==> src/rtl/accumulator_scheduler.sv <==
// Request FIFO plus issue FSM feeding one row update at a time into the NNUE accumulator.
// Optional wait-for-finish watchdog enabled by defining ACC_SCHED_TIMEOUT_EN.
module accumulator_scheduler #(
   parameter int ROW_W       = 7,
   parameter int DEPTH       = 8,
   parameter int TIMEOUT_CYC = 64
) (
   input  logic                       clk,
   input  logic                       rst,
   input  logic                       req_valid,
   output logic                       req_ready,
   input  logic [ROW_W-1:0]           req_row,
   input  logic                       req_add,
   input  logic                       flush,
   output logic [ROW_W-1:0]           acc_row,
   output logic                       acc_add,
   output logic                       acc_trigger,
   input  logic                       acc_finish,
   output logic                       busy,
   output logic                       batch_done,
   output logic [$clog2(DEPTH):0]     pending,
   output logic                       err
);

   localparam int PTR_W = $clog2(DEPTH);
   localparam int CNT_W = PTR_W + 1;

   if (DEPTH < 2 || (DEPTH & (DEPTH - 1)) != 0 || TIMEOUT_CYC < 1) begin : g_bad_cfg
      $error("accumulator_scheduler: DEPTH must be a power of 2 >= 2 and TIMEOUT_CYC >= 1");
   end

   typedef enum logic [1:0] {IDLE, ISSUE, WAIT} state_t;

   state_t           state;
   logic [ROW_W:0]   mem [DEPTH];
   logic [PTR_W-1:0] wptr;
   logic [PTR_W-1:0] rptr;
   logic [CNT_W-1:0] count;
   logic [ROW_W:0]   head;
   logic             fifo_full;
   logic             fifo_has;
   logic             push;
   logic             pop;
   logic             timeout;

   assign fifo_full = (count == CNT_W'(DEPTH));
   assign req_ready = !rst && !fifo_full;
   // flush discards a same-cycle push and blocks a same-cycle pop
   assign push      = req_valid && req_ready && !flush;
   assign fifo_has  = (count != '0) && !flush;
   assign head      = mem[rptr];
   assign pending   = count;
   assign busy      = (state != IDLE) || (count != '0);

   assign pop = fifo_has && ((state == IDLE) ||
                             ((state == WAIT) && (acc_finish || timeout)));

`ifdef ACC_SCHED_TIMEOUT_EN
   localparam int TO_W = $clog2(TIMEOUT_CYC + 1);
   logic [TO_W-1:0] wait_cnt;

   assign timeout = (state == WAIT) && !acc_finish && (wait_cnt == TO_W'(TIMEOUT_CYC - 1));

   always_ff @(posedge clk or posedge rst) begin
      if (rst) begin
         wait_cnt <= '0;
         err      <= 1'b0;
      end else begin
         wait_cnt <= (state == WAIT) ? wait_cnt + 1'b1 : '0;
         if (timeout) err <= 1'b1;
      end
   end
`else
   assign timeout = 1'b0;
   assign err     = 1'b0;
`endif

   always_ff @(posedge clk) begin
      if (push) mem[wptr] <= {req_row, req_add};
   end

   always_ff @(posedge clk or posedge rst) begin
      if (rst) begin
         wptr  <= '0;
         rptr  <= '0;
         count <= '0;
      end else if (flush) begin
         wptr  <= '0;
         rptr  <= '0;
         count <= '0;
      end else begin
         if (push) wptr <= wptr + 1'b1;
         if (pop)  rptr <= rptr + 1'b1;
         case ({push, pop})
            2'b10:   count <= count + 1'b1;
            2'b01:   count <= count - 1'b1;
            default: count <= count;
         endcase
      end
   end

   // The head is latched into acc_row/acc_add on the same edge it leaves the FIFO
   always_ff @(posedge clk or posedge rst) begin
      if (rst) begin
         state       <= IDLE;
         acc_row     <= '0;
         acc_add     <= 1'b0;
         acc_trigger <= 1'b0;
         batch_done  <= 1'b0;
      end else begin
         acc_trigger <= 1'b0;
         batch_done  <= 1'b0;
         case (state)
            IDLE: begin
               if (pop) begin
                  state       <= ISSUE;
                  acc_trigger <= 1'b1;
                  {acc_row, acc_add} <= head;
               end
            end
            ISSUE: state <= WAIT;
            WAIT: begin
               if (acc_finish || timeout) begin
                  if (pop) begin
                     state       <= ISSUE;
                     acc_trigger <= 1'b1;
                     {acc_row, acc_add} <= head;
                  end else begin
                     state      <= IDLE;
                     batch_done <= acc_finish;
                  end
               end
            end
            default: state <= IDLE;
         endcase
      end
   end

endmodule

==> config.mk <==
export PLATFORM = sky130hd
export DESIGN_NAME = accumulator_scheduler
export DESIGN_NICKNAME = d
export VERILOG_FILES = /design/src/rtl/accumulator_scheduler.sv
export SDC_FILE = /design/constraint.sdc
export NUM_CORES = 1
export LEC_CHECK = 0
export CAP_MARGIN = 20
export CELL_PAD_IN_SITES_DETAIL_PLACEMENT = 0
export CELL_PAD_IN_SITES_GLOBAL_PLACEMENT = 1
export CORE_AREA = 3 3 90 92
export CTS_CLUSTER_SIZE = 28
export DETAILED_ROUTE_END_ITERATION = 10
export DIE_AREA = 0 0 93 95
export GPL_ROUTABILITY_DRIVEN = 0
export PLACE_DENSITY = 0.85
export SYNTH_ARGS = -nofsm -noshare
export SYNTH_HDL_FRONTEND = slang
export SYNTH_SLANG_ARGS = --single-unit
export TNS_END_PERCENT = 5
==> constraint.sdc <==
create_clock -name clk -period 3.3 [get_ports clk]
set_input_delay 0.825 -clock clk [delete_from_list [all_inputs] [get_ports clk]]
set_output_delay 0.825 -clock clk [all_outputs]
set_load 0.1 [all_outputs]
=== Word-level counts from Yosys, hierarchy flattened ===
Memories as Yosys holds them, arrays and structs flattened.
Cells that the tools add are included.

* Register bits: 22
* Latch bits: 0
* RAM bits: 64
* Memories: 1
* Input bits: 13
* Memory bits (read-only): 0

* Div/mod/pow operators: 0
* Bitwise gates (word level): 0
* Reduce and logical (&&, ||, !) cells: 20
* $mul: 0
* Add/sub/neg operators: 4
* Multiplexer cells: 24
* Equality and inequality tests: 7
* Shifts and indexed selects: 0
* $lt $le $gt $ge: 0

{| class="wikitable"
|+ Memories
! name !! words !! bits a word !! read ports !! clocked after memory_dff !! write ports !! RTL line !! RTL
|-
| mem || 8 || 8 || 1 || 0 || 1 || 35 || <nowiki>logic [ROW_W:0] mem [DEPTH];</nowiki>
|}

{| class="wikitable"
|+ Operators by type and width
! cell !! number
|-
| $mux 7 || 2
|-
| $pmux 7 s2 || 1
|-
| $mux 3 || 4
|-
| $mux 1 || 10
|-
| $pmux 4 s2 || 1
|-
| $reduce_bool 2->1 || 4
|-
| $add 3x1->3 const B || 2
|-
| $logic_and 1x1->1 || 6
|-
| $pmux 2 s3 || 1
|-
| $add 4x1->4 const B || 1
|-
| $eq 2x1->1 const B || 2
|-
| $eq 2x2->1 const B || 2
|-
| $eq 4x4->1 const B || 1
|-
| $mux 2 || 2
|-
| $mux 4 || 1
|-
| $ne 2x2->1 const B || 2
|-
| $pmux 1 s2 || 2
|-
| $reduce_and 2->1 || 2
|-
| $reduce_bool 4->1 || 1
|-
| $sub 4x1->4 const B || 1
|-
| $logic_not 1->1 || 3
|-
| $reduce_bool 3->1 || 1
|-
| $logic_not 2->1 || 1
|-
| $logic_or 1x1->1 || 2
|}

=== Logic depth before layout (Yosys ltp) ===
Gate-level depths: netlist (run 1).

* Depth after elaboration: 8
* Mapped depth: 11
* Gate-level depth less buffers: 11

=== Worst setup path after synthesis (run 1) ===
No wires, ideal clock.

* Kind: register to register
* Start point: reg count[0] (netlist: pending[0])
* End point: reg count[3] (netlist: pending[3])
* Period minus slack after synthesis: 3.026 ns
* Path slack: 0.274 ns
* Cell stages (with the launch flop): 12
* Path buffers: 0
* Setup time: 0.108 ns
* Required time: 3.192 ns
* Arrival: 2.918 ns
* Path through: dfrtp_1 nor4_2 or4_4 clkinv_4 nand2_1 inv_1 ha_1 a21o_1 a21oi_1 nor3_1 nand4bb_1 o311ai_1

* Word-level cells in the longest chain between the ends: 8
* Elaborated cells on any way between the ends: 15
* Those cells by class: add/sub: 2; eq/ne: 3; mux: 2; reduce/logical: 8

{| class="wikitable"
|+ RTL lines
! what !! RTL line !! RTL
|-
| start: declaration || 38 || <nowiki>logic [CNT_W-1:0] count;</nowiki>
|-
| start signal: assignment || 95 || <nowiki>2'b10: count <= count + 1'b1;</nowiki>
|-
| start signal: assignment || 96 || <nowiki>2'b01: count <= count - 1'b1;</nowiki>
|-
| start signal: assignment || 97 || <nowiki>default: count <= count;</nowiki>
|-
| $eq 4x4->1 || 46 || <nowiki>assign fifo_full = (count == CNT_W'(DEPTH));</nowiki>
|-
| $logic_not 1->1 || 47 || <nowiki>assign req_ready = !rst && !fifo_full;</nowiki>
|-
| $logic_and 1x1->1 || 47 ||
|-
| $logic_and 1x1->1 (2 in series) || 49 || <nowiki>assign push = req_valid && req_ready && !flush;</nowiki>
|-
| $eq 2x1->1 / $eq 2x2->1 (equally long branches) || 94 || <nowiki>case ({push, pop})</nowiki>
|-
| $pmux 4 s2 || 94 ||
|-
| $mux 4 || 87 || <nowiki>end else if (flush) begin</nowiki>
|}

Parallel ways exist; a longest one is shown, timed or not.
A chain may end at the register's enable or synchronous reset.

=== Worst setup path in the final report (run 1) ===
* Start point: in flush
* End point: reg count[3] (netlist: pending[3])

* Word-level cells in the longest chain between the ends: 6
* Elaborated cells on any way between the ends: 9
* Those cells by class: eq/ne: 2; mux: 2; reduce/logical: 5

{| class="wikitable"
|+ RTL lines
! what !! RTL line !! RTL
|-
| start: declaration || 14 || <nowiki>input logic flush,</nowiki>
|-
| $logic_not 1->1 || 49, 50 ||
|-
| $logic_and 1x1->1 || 50 || <nowiki>assign fifo_has = (count != '0) && !flush;</nowiki>
|-
| $logic_and 1x1->1 || 55 || <nowiki>assign pop = fifo_has && ((state == IDLE) ||</nowiki>
|-
| $eq 2x1->1 / $eq 2x2->1 (equally long branches) || 94 ||
|-
| $pmux 4 s2 || 94 ||
|-
| $mux 4 || 87 ||
|}

Parallel ways exist; a longest one is shown, timed or not.

==> summary.txt, run 1 <==
Status
  – Status: finished, final reports clean

Synth
  – Cell with the most instances after synthesis: edfxtp_1
  – Yosys top cell area share: 55.21%
  – Yosys warns: 0
  – Yosys cell types: 35
  – Register bit total from synthesis: 86
  – Avg Cell Area, Syn: roughly 17 um2
  – Leading area contributor after synthesis: edfxtp_1
  – Syn nets: 226
  – Most used DFF post-synth: edfxtp_1
  – Commonest cells post-synth: 64 x edfxtp_1, 23 x nand2_1, 22 x dfrtp_1
  – Number of enable flip-flop cells after synthesis: 64
  – Synth Cell Area: around 0.0035 mm2
  – Top post-synthesis cells by area: edfxtp_1 55%, dfrtp_1 16%, mux4_2 10%
  – Sequential area share after synthesis: between 70% and 80%
  – Asr flop ratio synth: 25.58%
  – Synth Instances: 208

Cells and area
  – Finished Cell Area: 0.004120 mm2
  – Multi-input logic area: 939.7 um2
  – Layout cell share with drive strength beyond 1: 26.27%
  – # diodes: 0
  – Register area: 0.002472 mm2
  – Area growth, synth to finish: 18.37%
  – Fill count: a little over 600
  – NumNets Final: about 270

Floorplanning
  – Die area: 0.008835 mm2
  – Initial Util: a little under half
  – Std cell rows: 31
  – Core ar.: 0.007292 mm2
  – IO Pins: 30
  – Die Height: between 90 and 100 um
  – Die X: 93 um

Power and ir drop
  – Clock power frac: 22.2%
  – PwrDens: 843.5 mW/mm2
  – Reg power frac: 39.7%
  – Combinational Power Share: 38.2%
  – Sw Share: between 40% and 50%
  – Pint: 0.002007 W
  – Worst VDD drop: 0.3531 mV
  – Switching power: 0.001469 W
  – Lkg Pwr: 1.513 nW

Route
  – DRT iter0 DRCs: 125
  – Remaining antenna violation count after routing: 0
  – WL final: approximately 5700 um
  – Routed wire per std cell: 16.04 um
  – Detailed Routing Iterations Pass 1: 4
  – Post-route DRC: 0
  – Via count: 1,785
  – Vias per cell: 5.042

CTS
  – Number of CTS-inserted buffers: 9
  – Clock Tree Root: clkbuf_8
  – Hold-fix buffers, CTS: 0
  – TritonCTS Sinks: 86
  – Htree depth: 3
  – Clk slew on worst S/H paths: 0.09 ns
  – Clock latency on the worst-skew pair: 0.35 ns
  – Post-CTS setup buffer count: 0
  – Bufs on Longest Clock Path: 2
  – CTS tree: built
  – Post-CTS Resized: 0

STA
  – Period utilization: between 80% and 90%
  – Setup TNS Final: 0 ns
  – # setup viols final: 0
  – Slew Viols, Final: 0
  – Final Skew: 0.004281 ns
  – Final Hold Violating Endpoints: 0
  – Fmax: 343.9 MHz
  – Crit path time final: 2.908 ns
  – Rel. slew slack: 45.11%
  – Measured slew at the worst slew-check pin: between 0.8 and 0.9 ns
  – RSZ-0062 raised after global routing: false

Setup path
  – Worst path top cell family by delay: simple AND/OR/NAND/NOR gates
  – R2r worst-path depth: 11
  – CP Cell Sequence: clkdlybuf4s50_1 -> or4_4 -> clkinv_4 -> nand2_1 -> inv_1 -> ha_1 -> a21o_1 -> a21oi_1 -> nor3_1 -> nand4bb_1 -> o311ai_1
  – CP Data Arrival Time: 3.16 ns
  – Kind of critical path: in -> reg
  – Critical Path Stages: 11
  – Buf+Inv Stages, Crit Path: 3
  – Setup crit start kind: input port
  – Critical path's largest stage delay: 0.55 ns
  – Crit path max fanout: 9
  – Worst-path cell with the longest stage delay: or4_4
  – Worst setup EP type: register
  – CP required: ~3.6 ns

Placed design
  – IO buf count: 28
  – Post-DP Area: approximately 0.0039 mm2
  – Detail Placement HPWL: 3751 um

GRT
  – Grt total ovfl: 0
  – First-pass GRT wire length: 9328 um
  – GRT Util Overall: 14.26%
  – Vias in the first global route: 1,828
  – Largest net degree at the start of global routing: 23
  – Initial antenna violation count: 0

Hold path
  – Hold Path Depth: 2
  – Worst Hold Class: reg -> reg

Flow run
  – Max-capacitance violation count: 0
sequential cells by signal, summed over array words and instances, names as in the netlist:
name / count
rptr: 3
acc_add: 1
acc_trigger: 1
state: 2
acc_row: 7
batch_done: 1
pending: 4
mem: 64
wptr: 3
placed cells by master (no fill, tap or decap), types with 2 or more instances in the layout:
| cell type | instances |
|---|---|
| o21ai_0 | 9 |
| mux2i_1 | 8 |
| nand2b_1 | 2 |
| nor2b_1 | 2 |
| a21oi_1 | 5 |
| mux4_2 | 16 |
| mux2_2 | 2 |
| ha_1 | 4 |
| xor2_1 | 3 |
| buf_4 | 28 |
| nor3_1 | 4 |
| a22o_1 | 2 |
| clkbuf_8 | 9 |
| nand2_1 | 23 |
| edfxtp_1 | 64 |
| clkdlybuf4s50_1 | 12 |
| dfrtp_1 | 22 |
| inv_8 | 2 |
| inv_1 | 4 |
| nor2_1 | 13 |
| inv_6 | 3 |
per-layer routing:
metal  part of all wire [%]  up-vias  track usage [%]
li1                       -      864                -
met1                     43      876            18.27
met2                     51       39            23.70
met3                    4.4        6            4.382
met4                   0.93        0            4.029
met5                      0        -                0
stage by stage:
step,hold slack (ns),setup slack [ns],instances,power (W),util (%)
after CTS,0.4939,0.4174,354,0.003517,56.50
after global routing,0.5100,0.2497,354,0.003647,56.50
after detailed placement,0.4735,0.04180,338,0.002746,53.62
after global placement,0.4643,0.1343,338,0.002725,53.62
final,0.4850,0.3923,354,0.003476,56.50
after floorplan,0.4615,0.2739,208,0.002443,-
worst min-delay path, cell delays in order (launching register included):
cell     delay (ns)
dfrtp_1        0.35
nand2_1        0.05
o21ai_0        0.06
logic make-up after synthesis:
family | Yosys count | synth area share [%]
other cells | 1 | 0.1077
fa+ha+maj | 5 | 2.013
mux | 27 | 13.73
xor+xnor | 4 | 1.007
simple gates | 52 | 7.153
flops | 86 | 71.03
buf+inv | 15 | 1.977
compound gates | 18 | 2.983
final timing paths:
kind	start	slack, ns	to
max	flush	0.39	pending[3]$_DFFE_PP0P_
max in group asynchronous	rst	2.23	acc_row[6]$_DFFE_PP0P_
max reg2reg	pending[1]$_DFFE_PP0P_	0.75	pending[3]$_DFFE_PP0P_
min	acc_row[5]$_DFFE_PP0P_	0.48	acc_row[5]$_DFFE_PP0P_
min reg2reg	acc_row[5]$_DFFE_PP0P_	0.48	acc_row[5]$_DFFE_PP0P_
min in group asynchronous	rst	0.85	wptr[0]$_DFFE_PP0P_
power groups by stage:
| stage | combinational, W | clock, W | sequential, W |
|---|---|---|---|
| 3_5_place_dp | 0.00134 | 0 | 0.00141 |
| 4_1_cts | 0.00134 | 0.000794 | 0.00138 |
| 5_1_grt | 0.00140 | 0.000836 | 0.00141 |
| 6_report | 0.00133 | 0.000770 | 0.00138 |
| 3_3_place_gp | 0.00132 | 0 | 0.00141 |
| 2_1_floorplan | 0.000564 | 0 | 0.00188 |
layout make-up:
class / count / area share (%)
inverters: 5 / 0.5770
clock buffers: 9 / 3.006
multi-input cells: 107 / 22.81
flip-flops and latches: 86 / 60.01
repair buffers: 41 / 8.503
clock inverters: 7 / 2.095
well taps: 99 / 3.006
No activity file was read; power rests on OpenSTA's default activity.
==> run 2: changes to the inputs <==
Settings changed: CTS_CLUSTER_DIAMETER from default to 150.
==> results of run 2 <==
Same layout as run 1: the final DEF is identical, and so are final timing and power.
